## config.mk

```make
export PLATFORM = sky130hd
export DESIGN_NAME = fetch_stage_ctrl
export DESIGN_NICKNAME = d
export VERILOG_FILES = /design/src/rtl/fetch_stage_ctrl.sv
export SDC_FILE = /design/constraint.sdc
export NUM_CORES = 1
export LEC_CHECK = 0
export ABC_AREA = 1
export CORE_MARGIN = 1.5
export CORE_UTILIZATION = 42
export DETAILED_ROUTE_END_ITERATION = 16
export GPL_TIMING_DRIVEN = 0
export PLACE_DENSITY = 0.86
export SLEW_MARGIN = 20
export SYNTH_ARGS = -nofsm -noshare
export SYNTH_HDL_FRONTEND = slang
export SYNTH_SLANG_ARGS = --single-unit
```

## constraint.sdc

```tcl
create_clock -name Clk -period 1.8 [get_ports Clk]
set_input_delay 0.27 -clock Clk [delete_from_list [all_inputs] [get_ports Clk]]
set_output_delay 0.27 -clock Clk [all_outputs]
set_load 0.02 [all_outputs]
```

## src/rtl/fetch_stage_ctrl.sv

```systemverilog
`default_nettype none
// +--------------------------------------------------------------------------+
// | fetch_stage_ctrl: program counter and IF/ID register with stall, redirect |
// | flush and stall watchdog. Optional perf counters via FETCH_PERF_CNT_EN.   |
// | Revision: 1.0                                                             |
// +--------------------------------------------------------------------------+
module fetch_stage_ctrl #(
  parameter logic [31:0] RESET_PC  = 32'h0000_0000,
  parameter logic [7:0]  STALL_MAX = 8'd64
) (
  input  logic        Clk,
  input  logic        Rst_n,
  input  logic        PCWriteSel,
  input  logic        IF_WriteSel_ID,
  input  logic        BranchTaken,
  input  logic [31:0] BranchTarget,
  input  logic        Jump,
  input  logic [31:0] JumpTarget,
  input  logic [31:0] Instr_in,
  output logic [31:0] PC_out,
  output logic [31:0] ID_Instr,
  output logic [31:0] ID_PCPlus4,
  output logic        ID_Valid,
  output logic [7:0]  StallCount,
  output logic        StallTimeout,
  output logic [31:0] PerfCycles,
  output logic [31:0] PerfStalls,
  output logic [31:0] PerfFlushes
);

  logic        w_redirect;
  logic        w_flush;
  logic [31:0] w_target;
  logic [31:0] w_pcPlus4;
  logic [7:0]  w_nextStall;
  logic        w_timeoutHit;

  // A stalled PC means the branch operands were not ready, so its decision is ignored.
  always_comb begin
    w_redirect   = (BranchTaken | Jump) & PCWriteSel;
    w_flush      = w_redirect & IF_WriteSel_ID;
    w_target     = BranchTaken ? BranchTarget : JumpTarget;
    w_pcPlus4    = PC_out + 32'd4;
    w_nextStall  = 8'h00;
    if (!PCWriteSel) begin
      w_nextStall = (StallCount == 8'hFF) ? 8'hFF : StallCount + 8'd1;
    end
    w_timeoutHit = (STALL_MAX != 8'd0) && !PCWriteSel &&
                   (StallCount != STALL_MAX) && (w_nextStall == STALL_MAX);
  end

  always_ff @(posedge Clk or negedge Rst_n) begin
    if (!Rst_n) begin
      PC_out       <= RESET_PC;
      ID_Instr     <= 32'h0;
      ID_PCPlus4   <= 32'h0;
      ID_Valid     <= 1'b0;
      StallCount   <= 8'h00;
      StallTimeout <= 1'b0;
    end else begin
      if (w_redirect) begin
        PC_out <= w_target & 32'hFFFF_FFFC;
      end else if (PCWriteSel) begin
        PC_out <= w_pcPlus4;
      end

      if (IF_WriteSel_ID) begin
        if (w_redirect) begin
          ID_Instr   <= 32'h0;
          ID_PCPlus4 <= 32'h0;
          ID_Valid   <= 1'b0;
        end else begin
          ID_Instr   <= Instr_in;
          ID_PCPlus4 <= w_pcPlus4;
          ID_Valid   <= 1'b1;
        end
      end

      StallCount <= w_nextStall;
      if (w_timeoutHit) begin
        StallTimeout <= 1'b1;
      end
    end
  end

`ifdef FETCH_PERF_CNT_EN
  logic [31:0] r_perfCycles;
  logic [31:0] r_perfStalls;
  logic [31:0] r_perfFlushes;

  always_ff @(posedge Clk or negedge Rst_n) begin
    if (!Rst_n) begin
      r_perfCycles  <= 32'h0;
      r_perfStalls  <= 32'h0;
      r_perfFlushes <= 32'h0;
    end else begin
      r_perfCycles <= r_perfCycles + 32'd1;
      if (!PCWriteSel) begin
        r_perfStalls <= r_perfStalls + 32'd1;
      end
      if (w_flush) begin
        r_perfFlushes <= r_perfFlushes + 32'd1;
      end
    end
  end

  assign PerfCycles  = r_perfCycles;
  assign PerfStalls  = r_perfStalls;
  assign PerfFlushes = r_perfFlushes;
`else
  logic w_unusedFlush;
  assign w_unusedFlush = w_flush;
  assign PerfCycles    = 32'h0;
  assign PerfStalls    = 32'h0;
  assign PerfFlushes   = 32'h0;
`endif

endmodule
`default_nettype wire

```

; ---- After elaboration in Yosys (flattened, before gate mapping)
; Index checks and enable logic that the tools add are counted.
[totals]
ff_bits = 106
input_bits = 102
out_inout_bits = 202
[op_classes]
add_sub_neg = 2
eq_ne = 3
n_mux = 8
bitwise = 2
reduce_logical = 4
[op_table]
columns = op, n
row1 = 32-bit two-way mux, 5
row2 = 32-bit by 3-bit adder with 32-bit output (second input constant), 1
row3 = 8-bit two-way mux, 2
row4 = 8-bit by 1-bit adder with 8-bit output (second input constant), 1
row5 = 8-bit by 7-bit == test with 1-bit output (second input constant), 1
row6 = 8-bit == test (second input constant), 1
row7 = 8-bit by 7-bit inequality test with 1-bit output (second input constant), 1
row8 = 1-bit logical AND, 2
row9 = 2-bit nonzero test, 1
row10 = 1-bit AND, 1
row11 = 1-bit zero test, 1
row12 = 1-bit two-way mux, 1
row13 = 1-bit OR, 1

; ---- Logic depth before layout (Yosys ltp)
; Gate-level depths: netlist (run 1).
[logic_depth]
depth_word = 5
ltp_mapped = 10
depth_no_buf = 10

; ---- Worst setup path after synthesis (run 1)
; OpenSTA, ideal clock, no wires.
[synth_timing]
path_kind = flip-flop to flip-flop
start = register PC_out[2]
end = register PC_out[18]
setup_ps = 77
arrival_ps = 1566
setup_slack_ps = 156
stages_incl_launch_ff = 9
period_less_slack_ps = 1644
path_cell_list = dfrtp_1 -> ha_1 -> nand2_2 -> nor2_4 -> nand2_2 -> nor2_1 -> xor2_1 -> nand2_1 -> a21oi_1
[synth_between]
elab_chain_cells = 3
[synth_lines]
columns = element, line_no
row1 = "start, declared", 20  ; output logic [31:0] PC_out,
row2 = "start signal, assigned", 62  ; PC_out <= w_target & 32'hFFFF_FFFC;
row3 = "start signal, assigned", 64  ; PC_out <= w_pcPlus4;
row4 = 32-bit by 3-bit adder with 32-bit output, 43  ; w_pcPlus4 = PC_out + 32'd4;
row5 = 32-bit two-way mux, 63  ; end else if (PCWriteSel) begin
row6 = 32-bit two-way mux, 61  ; if (w_redirect) begin
; No other way between the ends. The select of a mux whose other input is x is not followed.
; A chain may end at the register's enable or synchronous reset.

; ---- Worst setup path in the final report (run 1)
[layout_timing]
start = register PC_out[12]
end = output PC_out[12]
; No word-level cell between the ends.

==> results of run 1 <==
[sequential cells by signal, summed over array words and instances (netlist names)]
register      flops
StallTimeout      1
ID_Instr         32
ID_Valid          1
ID_PCPlus4       30
StallCount        8
PC_out           30
[worst max-delay path by stage]
stage                      startpoint             end  depth (start not counted)
final                      PC_out[12]      PC_out[12]                          1
after global placement          Rst_n  ID_PCPlus4[25]                          1
after CTS                   PC_out[5]       PC_out[5]                          1
after floorplan             PC_out[2]      PC_out[18]                          8
after detailed placement  BranchTaken      PC_out[10]                          6
after global routing        PC_out[2]  ID_PCPlus4[10]                          8
[cell usage after synthesis, types with 7 or more instances]
cell type	count
nand2_1	242
buf_4	102
dfrtp_1	102
nor2_1	91
nand3_1	61
inv_1	57
a21oi_1	49
mux2_2	20
o21ai_0	20
clkbuf_1	17
o21ai_1	16
buf_2	14
a221oi_1	9
nor2_4	8
xor2_1	7
[metal layers]
metal / track usage [%] / share of wire, % / vias up / routed length [um]
li1: - / - / 3073 / -
met1: 26.7 / 39 / 2770 / 7290
met2: 42.4 / 50 / 228 / 9440
met3: 7.06 / 8.6 / 29 / 1610
met4: 9.09 / 2.2 / 0 / 421
met5: 0 / 0 / - / 0
[final cells by class]
class                           instances  area [um^2]
Buffer                                134          903
Clock buffer                            9          225
Clock inverter                          7         98.8
Fill cell                            1315         5320
Inverter                               59          221
Multi-Input combinational cell        640         2960
Sequential cell                       102         2550
Tap cell                              184          230
Timing Repair Buffer                  199         2020
[repair_timing]
| action | CTS | global route |
|---|---|---|
| setup endpoints to repair | 11 | 14 |
| hold buffers | 1 | 0 |
| gates resized for setup | 2 | 6 |
| buffers inserted | 0 | 1 |
| endpoints found under the hold margin | 33 | 0 |
[power breakdown]
| part | internal [mW] | switching [mW] |
|---|---|---|
| clock network | 1.22 | 0.887 |
| logic | 1.16 | 1.49 |
| registers | 2.57 | 0.287 |
| total | 4.96 | 2.67 |
[kinds of logic (layout without fill, tap and decap cells)]
family	after synthesis	count (layout)	synth area share [%]
adders and majority gates	3	3	0.600
other	1	100	0.0600
buffers and inverters	193	408	18.0
xor gates and xnor gates	7	7	0.981
and+or+nand+nor	410	410	27.2
muxes	20	20	3.60
AOI/OAI and AO/OA	100	100	8.75
DFF	102	102	40.8
[through the flow]
step / setup slack, ns / util, %
5_1_grt: -0.0109 / 63.4
3_3_place_gp: -3.34 / 60.7
4_1_cts: 0.00811 / 63.2
6_report: 0.0319 / 63.4
2_1_floorplan: 0.156 / -
3_5_place_dp: -0.238 / 60.9
[cell usage in the layout, fill, tap and decap left out, types with 3 or more instances in the layout]
| cell | instances |
|---|---|
| nor2_2 | 3 |
| mux2_2 | 20 |
| a221oi_1 | 9 |
| dlymetal6s2s_1 | 4 |
| a21oi_1 | 49 |
| buf_2 | 14 |
| o21ai_0 | 20 |
| dfrtp_1 | 100 |
| nand2_2 | 4 |
| clkdlybuf4s50_1 | 191 |
| clkbuf_1 | 17 |
| clkbuf_16 | 9 |
| xor2_1 | 7 |
| buf_4 | 103 |
| a22oi_1 | 4 |
| conb_1 | 100 |
| nor2_1 | 91 |
| inv_1 | 57 |
| nor2_4 | 8 |
| nand2_1 | 242 |
| clkinv_4 | 3 |
| o21ai_1 | 16 |
| nand3_1 | 61 |
==> impl_metrics.ini, run 1 <==
[synth]
yosysTopAreaCellShare_pct = 40.8
synthTopCellsByArea = dfrtp_1 (41%), nand2_1 (15%), buf_4 (12%)
synth_cells = 836
synthFlopType = dfrtp_1
synth-seq-area-share_pct = 40.8
synth_edf_count = 0
synth_cell_types = 25
synth_seq_cells = 102
synth-async-reset-ratio_pct = 100
syn_area_um2 = 6250
ys_warn_count = 0
syn_avg_cell_area_um2 = 7.48
synth_top_area_cell = dfrtp_1

[floorplanning]
core_um2 = 14500
initial_utilization_pct = 43.0
ios = 304
die_w_um = 125
dieArea_um2 = 15600
die_h_um = 125
rows = 44

[sta]
period_minus_slack_ns = 1.77
hold_viol_final = 0
tns_ns = 0
worstMarginPinSlew_ns = 0.601
max_slew_margin_pct = 60.0
period_share_pct = 98.2
clock.fmax_mhz = 566
setup_viol = 0
grt_setup_unrepaired = true
finClkSkew_ns = 0.00594
worst_hold_slack_ns = 0.198
drv_slew = 0

[global_route]
grt_pass1_wl_um = 29700
grt_use_total_pct = 23.8
antenna_found_initial = 0
grt_max_degree = 70
grt_remaining_overflow = 0
first_global_vias = 5971

[hold_path]
worstHoldStart = PCWriteSel
worstHoldPathCells = 2
hold_end = StallCount[1]
hold_class = input pin to flip-flop

[placement]
place_area_um2 = 8840
placed_cells = 1316
portBuffers = 196
hpwl_um = 14900
gp_congestion = 0.941

[final_layout]
instances_no_fill = 1334
antennaDiodeCount = 0
finish.net_count = 1250
syn2layout_area_growth_pct = 47.3
fin_area_um2 = 9210
drive_gt1_share_pct = 15.2

[routing]
wl_per_cell_um = 14.1
drc_errors = 0
ant_nets = 0
wl_um = 18800
dr.pass1.iters = 5
drt_iter0_markers = 230
vias = 6100
vias_per_cell = 4.57

[clock_tree]
numCtsBuffers = 9
clock_latency_ns = 0.35
cts_sinks = 102
tritoncts = done
cts_max_path_buffers = 2
cts.clk_slew.worst_paths_ns = 0.07
cts-htree-levels = 3
root_buffer = clkbuf_16

[pwr]
finalPower_mw = 7.63
power.density_nw_per_um2 = 828
cellLeakagePower_nw = 4.67
max-vdd-ir-drop_mv = 0.432

[setup_path]
worstPathRequired_ns = 1.53
reg2reg_slack_ns = 0.11
crit_chain = clkdlybuf4s50_1
critPathSlowestCell = clkdlybuf4s50_1
worstPathBufferInverterCount = 1
worstSetupPathType = flip-flop to output port
start_kind = flip-flop
path_max_fanout = 5
crit_arrival_ns = 1.50
critPathCaptureType = output port
r2r-end = PC_out[18]
max_stage_delay_ns = 0.67
cp_top_family = buffers and inverters
r2r_start = PC_out[2]
reg2regPathDepth = 8

[run_status]
status = finished, final reports clean

[flow_run]
drv_cap = 0
(Power assumes the default switching activity.)
==> run 2, diff against run 1 <==
- HOLD_SLACK_MARGIN: unset -> 0.08
==> results of run 2 <==
Final layout, timing and power as in run 1 (identical DEF).
